===== src/rtl/alu_uart_interface.sv =====
// Byte-serial front/back end for the ALU: gathers A, B and opcode from a UART receiver,
// presents them to the ALU and hands the one-byte result to a UART transmitter.
module alu_uart_interface #(
    parameter int BUS_LEN = 8,
    parameter int OP_LEN  = 6,
    parameter int TIMEOUT = 50_000_000
) (
    input  logic               clk,
    input  logic               rst,
    input  logic [7:0]         rx_data,
    input  logic               rx_done,
    input  logic               tx_done,
    input  logic [BUS_LEN-1:0] alu_out,
    output logic [BUS_LEN-1:0] A,
    output logic [BUS_LEN-1:0] B,
    output logic [OP_LEN-1:0]  opcode,
    output logic [7:0]         tx_data,
    output logic               tx_start,
    output logic               busy
);

    localparam int CW = (TIMEOUT > 2) ? $clog2(TIMEOUT) : 1;

    typedef enum logic [2:0] {
        WAIT_A  = 3'd0,
        WAIT_B  = 3'd1,
        WAIT_OP = 3'd2,
        EXEC    = 3'd3,
        WAIT_TX = 3'd4
    } state_t;

    state_t              state_q;
    logic [BUS_LEN-1:0]  a_q, b_q;
    logic [OP_LEN-1:0]   op_q;
    logic [7:0]          tx_data_q;
    logic                tx_start_q;
    logic [CW-1:0]       cnt_q;
    logic [CW-1:0]       cnt_d;
    logic                expired;

    assign expired = (cnt_q == CW'(TIMEOUT - 1));
    assign cnt_d   = cnt_q + CW'(1);

    always_ff @(posedge clk or posedge rst) begin
        if (rst) begin
            state_q    <= WAIT_A;
            a_q        <= '0;
            b_q        <= '0;
            op_q       <= '0;
            tx_data_q  <= '0;
            tx_start_q <= 1'b0;
            cnt_q      <= '0;
        end else begin
            tx_start_q <= 1'b0;
            case (state_q)
                WAIT_A: begin
                    cnt_q <= '0;
                    if (rx_done) begin
                        a_q     <= rx_data[BUS_LEN-1:0];
                        state_q <= WAIT_B;
                    end
                end
                // A byte arriving on the expiry cycle wins over the abort.
                WAIT_B: begin
                    if (rx_done) begin
                        b_q     <= rx_data[BUS_LEN-1:0];
                        state_q <= WAIT_OP;
                        cnt_q   <= '0;
                    end else if (expired) begin
                        state_q <= WAIT_A;
                        cnt_q   <= '0;
                    end else begin
                        cnt_q   <= cnt_d;
                    end
                end
                WAIT_OP: begin
                    if (rx_done) begin
                        op_q    <= rx_data[OP_LEN-1:0];
                        state_q <= EXEC;
                        cnt_q   <= '0;
                    end else if (expired) begin
                        state_q <= WAIT_A;
                        cnt_q   <= '0;
                    end else begin
                        cnt_q   <= cnt_d;
                    end
                end
                // ALU inputs became stable at the previous edge; sample its result now.
                EXEC: begin
                    tx_data_q  <= 8'(alu_out);
                    tx_start_q <= 1'b1;
                    cnt_q      <= '0;
                    state_q    <= WAIT_TX;
                end
                WAIT_TX: begin
                    cnt_q <= '0;
                    if (tx_done) state_q <= WAIT_A;
                end
                default: begin
                    cnt_q   <= '0;
                    state_q <= WAIT_A;
                end
            endcase
        end
    end

    assign A        = a_q;
    assign B        = b_q;
    assign opcode   = op_q;
    assign tx_data  = tx_data_q;
    assign tx_start = tx_start_q;
    assign busy     = (state_q != WAIT_A);

endmodule

===== config.mk =====
export PLATFORM = sky130hd
export DESIGN_NAME = alu_uart_interface
export DESIGN_NICKNAME = d
export VERILOG_FILES = /design/src/rtl/alu_uart_interface.sv
export SDC_FILE = /design/constraint.sdc
export NUM_CORES = 1
export LEC_CHECK = 0
export ABC_AREA = 0
export ABC_CLOCK_PERIOD_IN_PS = 2500
export CORE_UTILIZATION = 50
export DETAILED_ROUTE_END_ITERATION = 10
export HOLD_SLACK_MARGIN = 0.08
export PLACE_DENSITY = 0.86
export SLEW_MARGIN = 20
export SYNTH_ARGS = -nofsm -noshare
export SYNTH_HDL_FRONTEND = slang
export SYNTH_SLANG_ARGS = --single-unit
export TNS_END_PERCENT = 5

===== constraint.sdc =====
create_clock -name clk -period 2.5 [get_ports clk]
set_input_delay 0.5 -clock clk [delete_from_list [all_inputs] [get_ports clk]]
set_output_delay 0.5 -clock clk [all_outputs]
set_load 0.05 [all_outputs]

=== Word-level counts from Yosys, hierarchy flattened ===
Index checks and enable logic that the tools add are counted.

* Bitwise logic cells: 0
* Shift operators: 0
* Add/sub/neg operators: 1
* Mux-type cells: 10
* Reduce and logical (&&, ||, !) cells: 7
* $lt $le $gt $ge: 0
* Eq/ne operators: 7
* Div/mod/pow operators: 0
* Multiply operators: 0

{| class="wikitable"
|+ Operator list
! kind !! number
|-
| 26-bit 2-to-1 mux || 3
|-
| 26-bit by 1-bit adder with 26-bit output (second input constant) || 1
|-
| 26-bit equality test (second input constant) || 1
|-
| 3-bit 2-to-1 mux || 5
|-
| 3-bit one-hot mux with 5 select lines || 1
|-
| 2-bit AND reduction || 4
|-
| 3-bit by 2-bit equality test with 1-bit output (second input constant) || 2
|-
| 2-bit != test (second input constant) || 2
|-
| 3-bit by 1-bit equality test with 1-bit output (second input constant) || 1
|-
| 3-bit equality test (second input constant) || 1
|-
| 3-bit zero test || 1
|-
| 3-bit nonzero test || 1
|-
| 2-bit OR reduction || 1
|-
| 1-bit 2-to-1 mux || 1
|}

* Memory bits (read-only): 0
* Input port bits: 20
* Memory bits (writable): 0
* Bits in latches: 0
* Output and inout bits: 32
* Flip-flop bits (word level): 60
* Memories: 0

=== Logic depth before layout (Yosys ltp) ===
Gate-level depths: netlist of the first run.

* Depth in word-level cells: 4
* Gate-level depth with buffers: 6
* Gate-level depth less buffers: 5

=== Least setup slack after synthesis of the first run ===
OpenSTA, ideal clock, no wires.

* Path type: reg2reg
* From: reg cnt_q[0]
* To: reg cnt_q[24]
* Clock period less this slack: 2.038 ns
* Path buffers: 1
* Arrival time: 1.960 ns
* Setup slack: 0.462 ns
* Stages on the path, launching flop included: 7
* Data required time: 2.423 ns
* Cell sequence: dfrtp_1 ha_1 nand4_2 or4_1 buf_2 or4_1 a21oi_1

* Cells in the longest elaborated chain, start to end: 4
* Elaborated cells between the ends (all ways): 5

{| class="wikitable"
|+ RTL lines
! item !! RTL line !! RTL
|-
| start: declaration || 37 || <nowiki>logic [CW-1:0] cnt_q;</nowiki>
|-
| start signal: assignment || 73 || <nowiki>cnt_q <= cnt_d;</nowiki>
|-
| start signal: assignment || 85 || <nowiki>cnt_q <= cnt_d;</nowiki>
|-
| 26-bit by 1-bit adder with 26-bit output / 26-bit equality test (equally long branches) || 42, 41 ||
|-
| 26-bit 2-to-1 mux * || 69, 81 ||
|-
| 26-bit 2-to-1 mux * || 77 || <nowiki>if (rx_done) begin</nowiki>
|-
| 26-bit 2-to-1 mux * || - ||
|}

Every way passes the cells marked *; elsewhere a longest branch is shown, timed or not.
A chain may end at the register's enable or synchronous reset.

=== Worst setup path in the final report of the first run ===
* From: reg state_q[0]
* To: out busy

* Cells in the longest elaborated chain, start to end: 1

{| class="wikitable"
|+ RTL lines
! item !! RTL line !! RTL
|-
| start: declaration || 32 || <nowiki>state_t state_q;</nowiki>
|-
| start signal: assignment || 46 || <nowiki>state_q <= WAIT_A;</nowiki>
|-
| start signal: assignment || 60 || <nowiki>state_q <= WAIT_B;</nowiki>
|-
| start signal: assignment || 67 || <nowiki>state_q <= WAIT_OP;</nowiki>
|-
| 3-bit nonzero test || 112 || <nowiki>assign busy = (state_q != WAIT_A);</nowiki>
|-
| end: declaration || 19 || <nowiki>output logic busy</nowiki>
|}

Every way passes these cells.

==> out/metrics.cfg, run 1 <==
[sta]
slew_viol_final=0
fin_crit_sh_pct=95.1
worstMarginPinSlew_ns=0.537
rsz0062_at_grt=false
worst_hold_slack_ns=0.480
setup_viol=0
setup_ws_ns=0.122
min_period_ns=2.38
finalHoldViolCount=0
skew_ns=0.0115
relSlewSlack_pct=64.1
max_freq_mhz=420
finalSetupTns_ns=0

[synthesis]
yosys.area.top_type=dfrtp_1
synth_top_area_share_pct=56.7
synth_top_family_by_area=simple AND/OR/NAND/NOR gates
syn_avg_cell_area_um2=10.9
synth_cell_type_count=34
ys_ff_latch=60
synth-seq-area-share_pct=56.7
syn_nets=265
synth.area.top_cells=dfrtp_1 (57%), mux2_2 (9.4%), nand2_1 (5.1%), nor2_1 (3.0%), xnor2_1 (2.6%)
synth-warning-count=0
synthXorXnorAreaFrac_pct=3.97
yosys.area_share.simple_pct=20.3
synth-adder-area-share_pct=0.472
synth.area.mux_share_pct=9.35
synth_compound_area_share_pct=6.42
syn_area_mm2=0.00265
netlist_instances=244

[grt]
top_usage_layer=met2
grt_pass1_wl_mm=9.04
grt_usage_pct=22.1
grt_max_degree=38
grt_pass1_vias=1952
grt_overflow_total=0
grtUsageMet1_pct=27.9
antenna_found_initial=0
gr-usage-met3_pct=5.89
use_met2_pct=35.6

[place]
dpl.hpwl_mm=3.85
place_ws_ns=0.297
gp_congestion=0.808
placed_area_mm2=0.00325
dp_cells=362
port_buffers=51

[cells_and_area]
antenna_cells=0
final_area_mm2=0.00347
nets=324
area_growth_pct=30.8
stdcell_count=378
n_fill_cell=387
drive_gt1_share_pct=15.6
final_core_util_pct=67.9

[pwr]
power_per_cell_area_mw_per_mm2=1290
p_comb_share_pct=46.7
power_mw=4.48
netSwitchingFraction_pct=42.8
ir_worst_vdd_v=0.000700
internal_power_mw=2.56
pwr-share-seq_pct=32.0
p_leak_nw=1.39
p_switching_mw=1.92
pwr-share-clk_pct=21.3

[clock_tree]
clockRootBuffer=clkbuf_8
h-tree-depth=3
numCtsBuffers=9
cts_tree=built
clockBufferDepth=2
cts_setup_buffers=0
clkTransAtPathRegs_ns=0.07
cts_resized=0
clock-sinks=60
insertion_delay_ns=0.35
cts_hold_buffers=0

[detailed_routing]
wl_per_cell_um=14.8
finalWirelength_mm=5.60
drc=0
final_antenna_net_count=0
dr.pass1.iters=4
vias_per_cell=5.34
drtIter0Drc=110
route.vias.total=2019

[critical_path]
rrSetupSlack_ns=0.29
worstSetupPathType=reg -> out
cp_max_fo=8
cp.arrival_ns=1.88
startpoint_type=register
critical_path.endpoint_type=output port
critical_path_required_ns=2.00

[die]
die_w_um=74.8
die-area_mm2=0.00559
initial_core_util_pct=51.9
die_h_um=74.8
io_pins=52
fp-row-count=26
core_area_mm2=0.00511

[min_path]
hold_path.class=reg -> reg

[job]
max_cap_violations=0

[status]
status=finished, final reports clean

cells in the final DEF, fill, tap and decap left out, types with 6 or more instances in the layout:
cell type | synthesis | routed
nand4_1 | 6 | 6
or4_1 | 9 | 9
or3_1 | 8 | 8
a21oi_1 | 12 | 12
inv_1 | 8 | 7
clkbuf_8 | 0 | 9
nand3_1 | 8 | 8
dfrtp_1 | 60 | 60
clkdlybuf4s50_1 | 0 | 51
nor2_1 | 21 | 21
mux2_2 | 22 | 22
o21ai_0 | 7 | 7
nand2_1 | 36 | 36
xnor2_1 | 8 | 8
metal layers:
metal  up-vias  wire, µm  share of wire (%)
li1        981         -                  -
met1       974      2590                 46
met2        52      2600                 46
met3        12       296                5.3
met4         0       111                2.0
met5         -         0                  0
kinds of logic (layout without fill, tap and decap cells):
kind of cell | count (synthesis) | in the layout
and+or+nand+nor | 105 | 105
DFF | 60 | 60
AOI/OAI and AO/OA | 28 | 28
muxes | 22 | 22
buffers and inverters | 16 | 80
xor gates and xnor gates | 12 | 12
adders and majority gates | 1 | 1
power by group through the flow:
stage                     sequential (mW)  combinational (mW)  clock, mW
after CTS                            1.43                2.11      0.969
after detailed placement             1.45                2.10          0
after floorplan                      2.29               0.530          0
final                                1.43                2.09      0.955
after global routing                 1.46                2.21       1.01
after global placement               1.43                2.05          0
registers in the layout, summed over array words and instances (netlist names):
name	count
A	8
B	8
tx_start	1
state_q	3
cnt_q	26
tx_data	8
opcode	6
cells in the mapped netlist, drive strengths merged:
library cell  count
xor2              4
buf               5
nor4b             1
or3               8
ha                1
a21oi            12
o21bai            1
a31o              1
o21ai             7
nand3b            1
nand2b            3
dfrtp            60
inv               8
and4              2
nor4              2
o31ai             5
o32ai             1
clkinv            1
or4b              2
xnor2             8
nor2             21
a211o             1
mux2             22
nand3             8
nor3              4
or2               1
or4               9
clkbuf            2
nand4             7
nand2            36
critical path, cell delays in order (launching register included):
cell and delay (ns):
dfrtp_1 0.46, or3_1 0.36, clkdlybuf4s50_1 0.72
layout make-up:
cell class,instances,area (µm²),share of cell area (%)
Sequential cell,60,1500,43.3
Multi-Input combinational cell,168,1070,31.0
Timing Repair Buffer,55,553,16.0
Clock buffer,10,128,3.68
Clock inverter,6,88.8,2.56
Tap cell,70,87.6,2.53
Inverter,9,33.8,0.975
final timing paths:
| path | from | to | cells after the start |
|---|---|---|---|
| worst max-delay path | state_q[0]$_DFFE_PP0P_ | busy | 2 |
| worst min-delay path | tx_data[0]$_DFFE_PP0P_ | tx_data[0]$_DFFE_PP0P_ | 2 |
| worst max register to register | cnt_q[0]$_DFF_PP0_ | cnt_q[20]$_DFF_PP0_ | 5 |
| worst min register to register | tx_data[0]$_DFFE_PP0P_ | tx_data[0]$_DFFE_PP0P_ | 2 |
| max in group asynchronous | rst | cnt_q[11]$_DFF_PP0_ | 3 |
| min in group asynchronous | rst | B[7]$_DFFE_PP0P_ | 2 |
(Power assumes the default switching activity.)
==> run 2: changes to the inputs <==
--- a/config.mk
+++ b/config.mk
@@ -7,10 +7,10 @@
 export LEC_CHECK = 0
 export ABC_AREA = 0
 export ABC_CLOCK_PERIOD_IN_PS = 2500
-export CORE_UTILIZATION = 50
+export CORE_UTILIZATION = 40
 export DETAILED_ROUTE_END_ITERATION = 10
 export HOLD_SLACK_MARGIN = 0.08
-export PLACE_DENSITY = 0.86
+export PLACE_DENSITY = 0.72
 export SLEW_MARGIN = 20
 export SYNTH_ARGS = -nofsm -noshare
 export SYNTH_HDL_FRONTEND = slang
==> run 2 against run 1 <==
  * First-iteration DRC count decreased by 33%
  * Clock-buffer cell count down 1
  * Worst setup slack lost 0.0073 ns
  * Combinational power about the same
  * Non-clock buffer count unchanged
  * Cell count is 1.9% higher
  * Die area up 24%
  * Critical path depth is the same
  * Clock skew down 0.0054 ns
  * Total power shrank 2.8%
  * Critical endpoint unchanged
  * Largest power group unchanged
==> out/metrics.cfg, run 2 (synthesis results as in run 1) <==
[pwr]
p_leak_nw=1.38
ir_worst_vdd_v=0.00112
power_per_cell_area_mw_per_mm2=1260

[die]
io_pins=52
initial_core_util_pct=41.5
fp-row-count=29
die_h_um=83.4
die-area_mm2=0.00695
die_w_um=83.4
core_area_mm2=0.00639

[clock_tree]
h-tree-depth=3
cts_hold_buffers=0
cts_tree=built
clock-sinks=60
numCtsBuffers=9
clockBufferDepth=2
clkTransAtPathRegs_ns=0.07
clockRootBuffer=clkbuf_8
cts_setup_buffers=0
insertion_delay_ns=0.34
cts_resized=0

[sta]
setup_viol=0
worstMarginPinSlew_ns=0.655
rsz0062_at_grt=false
fin_crit_sh_pct=95.4
relSlewSlack_pct=56.3
finalSetupTns_ns=0
worst_hold_slack_ns=0.473
slew_viol_final=0
finalHoldViolCount=0
skew_ns=0.00616
min_period_ns=2.39
max_freq_mhz=419

[grt]
grt_max_degree=32
grt_pass1_wl_mm=9.02
grt_usage_pct=16.5
grt_pass1_vias=1879
gr-usage-met3_pct=3.98
top_usage_layer=met2
antenna_found_initial=0
grtUsageMet1_pct=22.1
use_met2_pct=25.0
grt_overflow_total=0

[critical_path]
path_cells=or3_1 -> clkdlybuf4s50_1
worstSetupPathType=reg -> out
cp.arrival_ns=1.89
cp_max_fo=8
critical_path.endpoint_type=output port
slowest_delay_ns=0.71
startpoint_type=register
slowest_stage=clkdlybuf4s50_1
crit_family=buffers and inverters
critical_path_required_ns=2.00
critPathBufInv=1

[cells_and_area]
final_cell_mix=dfrtp_1 (60), clkdlybuf4s50_1 (51), nand2_1 (36), mux2_2 (22), nor2_1 (21)
nets=324
multi_input_area_mm2=0.00107
final_common_cell=dfrtp_1
register_area_mm2=0.00150
regMostFlops=cnt_q
n_fill_cell=571
final_core_util_pct=54.2
antenna_cells=0
largest_reg_flops=26
drive_gt1_share_pct=15.9
area_growth_pct=30.6

[job]
max_cap_violations=0

[detailed_routing]
route.vias.total=2017
wl_per_cell_um=13.4
drc=0
finalWirelength_mm=5.16
dr.pass1.iters=4
vias_per_cell=5.24
final_antenna_net_count=0
drtIter0Drc=74

[place]
port_buffers=51
gp_congestion=0.726
dpl.hpwl_mm=3.57

[min_path]
hold_path.class=reg -> reg

[status]
status=finished, final reports clean

==> run 2: worst paths after layout <==
| check | slack, ns | cells after the start | to | from |
|---|---|---|---|---|
| hold / removal | 0.47 | 2 | tx_data[0]$_DFFE_PP0P_ | tx_data[0]$_DFFE_PP0P_ |
| setup reg to reg | 0.30 | 5 | cnt_q[20]$_DFF_PP0_ | cnt_q[0]$_DFF_PP0_ |
| hold reg to reg | 0.47 | 2 | tx_data[0]$_DFFE_PP0P_ | tx_data[0]$_DFFE_PP0P_ |
| setup / recovery | 0.11 | 2 | busy | state_q[0]$_DFFE_PP0P_ |
| max in group asynchronous | 1.34 | 3 | tx_data[1]$_DFFE_PP0P_ | rst |
| min in group asynchronous | 0.57 | 2 | cnt_q[21]$_DFF_PP0_ | rst |
==> run 2: final cells by class <==
type | count | area share, %
clock buffer | 9 | 3.58
clock inverter | 7 | 2.21
inverter | 9 | 0.977
multi-input combinational | 168 | 31.0
sequential | 60 | 43.4
tap | 77 | 2.79
timing repair buffer | 55 | 16.0
==> run 2: through the flow <==
step	cell area [µm²]	cells	power (mW)	setup WS, ns
final	3460	385	4.36	0.115
after global routing	3460	385	4.58	0.0550
after CTS	3460	385	4.40	0.106
after detailed placement	3260	369	3.52	0.314
after global placement	3260	369	3.48	0.369
after floorplan	2650	244	2.82	0.462
==> run 2: metal layers <==
metal  vias to the layer above  part of all wire, %
li1                        978                    -
met1                       973                   46
met2                        55                   46
met3                        11                  5.3
met4                         0                  2.1
met5                         -                    0
==> run 2: tightest hold or removal path: stages (launching register included) <==
cell and delay [ns]:
dfrtp_1 0.34, nand2_1 0.05, nand2_1 0.06
==> run 2: where the power goes <==
group / switching [mW] / internal [mW]
clock: 0.413 / 0.464
combinational: 1.32 / 0.746
sequential: 0.162 / 1.25
==> run 3: changes to the inputs <==
--- a/config.mk
+++ b/config.mk
@@ -9,10 +9,10 @@
 export ABC_CLOCK_PERIOD_IN_PS = 2500
 export CORE_UTILIZATION = 40
 export DETAILED_ROUTE_END_ITERATION = 10
+export GPL_TIMING_DRIVEN = 0
 export HOLD_SLACK_MARGIN = 0.08
 export PLACE_DENSITY = 0.72
 export SLEW_MARGIN = 20
 export SYNTH_ARGS = -nofsm -noshare
 export SYNTH_HDL_FRONTEND = slang
 export SYNTH_SLANG_ARGS = --single-unit
-export TNS_END_PERCENT = 5
==> run 3 against run 2 <==
  * Clock skew hardly changed
  * Total power about the same
  * Worst hold slack improved by 0.0045 ns
  * Design area rose by 0.72%
  * Wire length is 0.89% higher
  * Cell count is 1.0% higher
  * Maximum frequency grew 5.4%
  * Worst setup slack improved by 0.12 ns
  * Critical endpoint is now cnt_q[13]$_DFF_PP0_
  * Largest power group unchanged
==> out/metrics.cfg, run 3 (synthesis results as in run 1) <==
[cells_and_area]
final_area_mm2=0.00348
area_growth_pct=31.5
nets=328
drive_gt1_share_pct=16.0
stdcell_count=389
n_fill_cell=557
final_core_util_pct=54.5
final_cell_mix=dfrtp_1 (60), clkdlybuf4s50_1 (50), nand2_1 (36), mux2_2 (22), nor2_1 (21)
final_common_cell=dfrtp_1
regMostFlops=cnt_q
register_area_mm2=0.00150
antenna_cells=0
multi_input_area_mm2=0.00107
largest_reg_flops=26

[place]
place_ws_ns=0.147
dpl.hpwl_mm=3.67
dp_cells=373
gp_congestion=0.733
port_buffers=51
placed_area_mm2=0.00328

[critical_path]
cp.arrival_ns=2.48
critical_path_required_ns=2.71
worstSetupPathType=reg -> reg
cp_max_fo=10
startpoint_type=register
critical_path.endpoint_type=register

[detailed_routing]
wl_per_cell_um=13.4
drc=0
vias_per_cell=5.30
route.vias.total=2060
finalWirelength_mm=5.21
dr.pass1.iters=4
drtIter0Drc=104
final_antenna_net_count=0

[sta]
fin_crit_sh_pct=90.5
setup_viol=0
relSlewSlack_pct=49.0
skew_ns=0.00630
worst_hold_slack_ns=0.477
setup_ws_ns=0.238
min_period_ns=2.26
finalHoldViolCount=0
worstMarginPinSlew_ns=0.763
max_freq_mhz=442
slew_viol_final=0
rsz0062_at_grt=false

[clock_tree]
insertion_delay_ns=0.33
cts_hold_buffers=0
clock-sinks=60
clockBufferDepth=2
h-tree-depth=3
cts_tree=built
clockRootBuffer=clkbuf_8
clkTransAtPathRegs_ns=0.07
numCtsBuffers=9

[die]
io_pins=52
initial_core_util_pct=41.5
die_h_um=83.4
core_area_mm2=0.00639
fp-row-count=29
die-area_mm2=0.00695
die_w_um=83.4

[grt]
grt_overflow_total=0
grt_pass1_wl_mm=9.32
grt_max_degree=37
gr-usage-met3_pct=3.98
antenna_found_initial=0
top_usage_layer=met2
grt_pass1_vias=1944
grtUsageMet1_pct=22.6
use_met2_pct=26.4
grt_usage_pct=16.9

[pwr]
p_leak_nw=1.40
ir_worst_vdd_v=0.000932
power_per_cell_area_mw_per_mm2=1250

[status]
status=finished, final reports clean

[min_path]
hold_path.class=in -> async

[job]
max_cap_violations=0

run 3: changes by cell type in the layout (fill, tap and decap cells not counted), sizes merged:
cell	delta
buf	+2
clkinvlp	-1
dlymetal6s2s	+1
clkdlybuf4s50	-1
clkinv	-1
inv	-1
clkbuf	+5
run 3: report_power, final:
group | total (mW) | internal, mW | switching [mW]
clock network | 0.877 | 0.511 | 0.366
logic | 2.08 | 0.743 | 1.34
registers | 1.40 | 1.25 | 0.144
total | 4.36 | 2.51 | 1.85
run 3: worst max-delay path: stages (launching register included):
cell      delay [ns]
dfrtp_1         0.43
or4b_1          0.52
or4_1           0.46
o21bai_2        0.40
buf_4           0.26
nor2_1          0.07
run 3: cell type report:
cell class / count / share of cell area [%]
Sequential cell: 60 / 43.1
Multi-Input combinational cell: 168 / 30.8
Timing Repair Buffer: 52 / 15.3
Clock buffer: 12 / 4.45
Tap cell: 77 / 2.77
Clock inverter: 4 / 1.36
Buffer: 7 / 1.15
Inverter: 9 / 1.04
run 3: metrics by stage:
| step | total power [mW] | setup TNS [ns] |
|---|---|---|
| after floorplan | 2.82 | 0 |
| after global placement | 3.48 | -33.73 |
| after detailed placement | 3.52 | 0 |
| after CTS | 4.40 | 0 |
| after global routing | 4.58 | 0 |
| final | 4.36 | 0 |
run 3: path summary, 6_finish.rpt:
check / slack [ns] / cells after the start / from / endpoint
min reg2reg: 0.48 / 2 / tx_data[7]$_DFFE_PP0P_ / tx_data[7]$_DFFE_PP0P_
max reg2reg: 0.24 / 5 / cnt_q[7]$_DFF_PP0_ / cnt_q[13]$_DFF_PP0_
max: 0.24 / 5 / cnt_q[7]$_DFF_PP0_ / cnt_q[13]$_DFF_PP0_
min: 0.48 / 2 / rst / A[7]$_DFFE_PP0P_
max in group asynchronous: 1.53 / 3 / rst / cnt_q[15]$_DFF_PP0_
min in group clk: 0.48 / 2 / tx_data[7]$_DFFE_PP0P_ / tx_data[7]$_DFFE_PP0P_
run 3: what timing repair did:
item | 4_1_cts | 5_1_grt
resized for setup | 0 | 1
buffers inserted | 0 | 0
endpoints found under the setup margin | 0 | 1
run 3: layer usage:
metal,up-vias,part of all wire (%)
met2,53,45
met4,0,1.7
li1,980,-
met5,-,0
met1,1016,49
met3,11,4.0
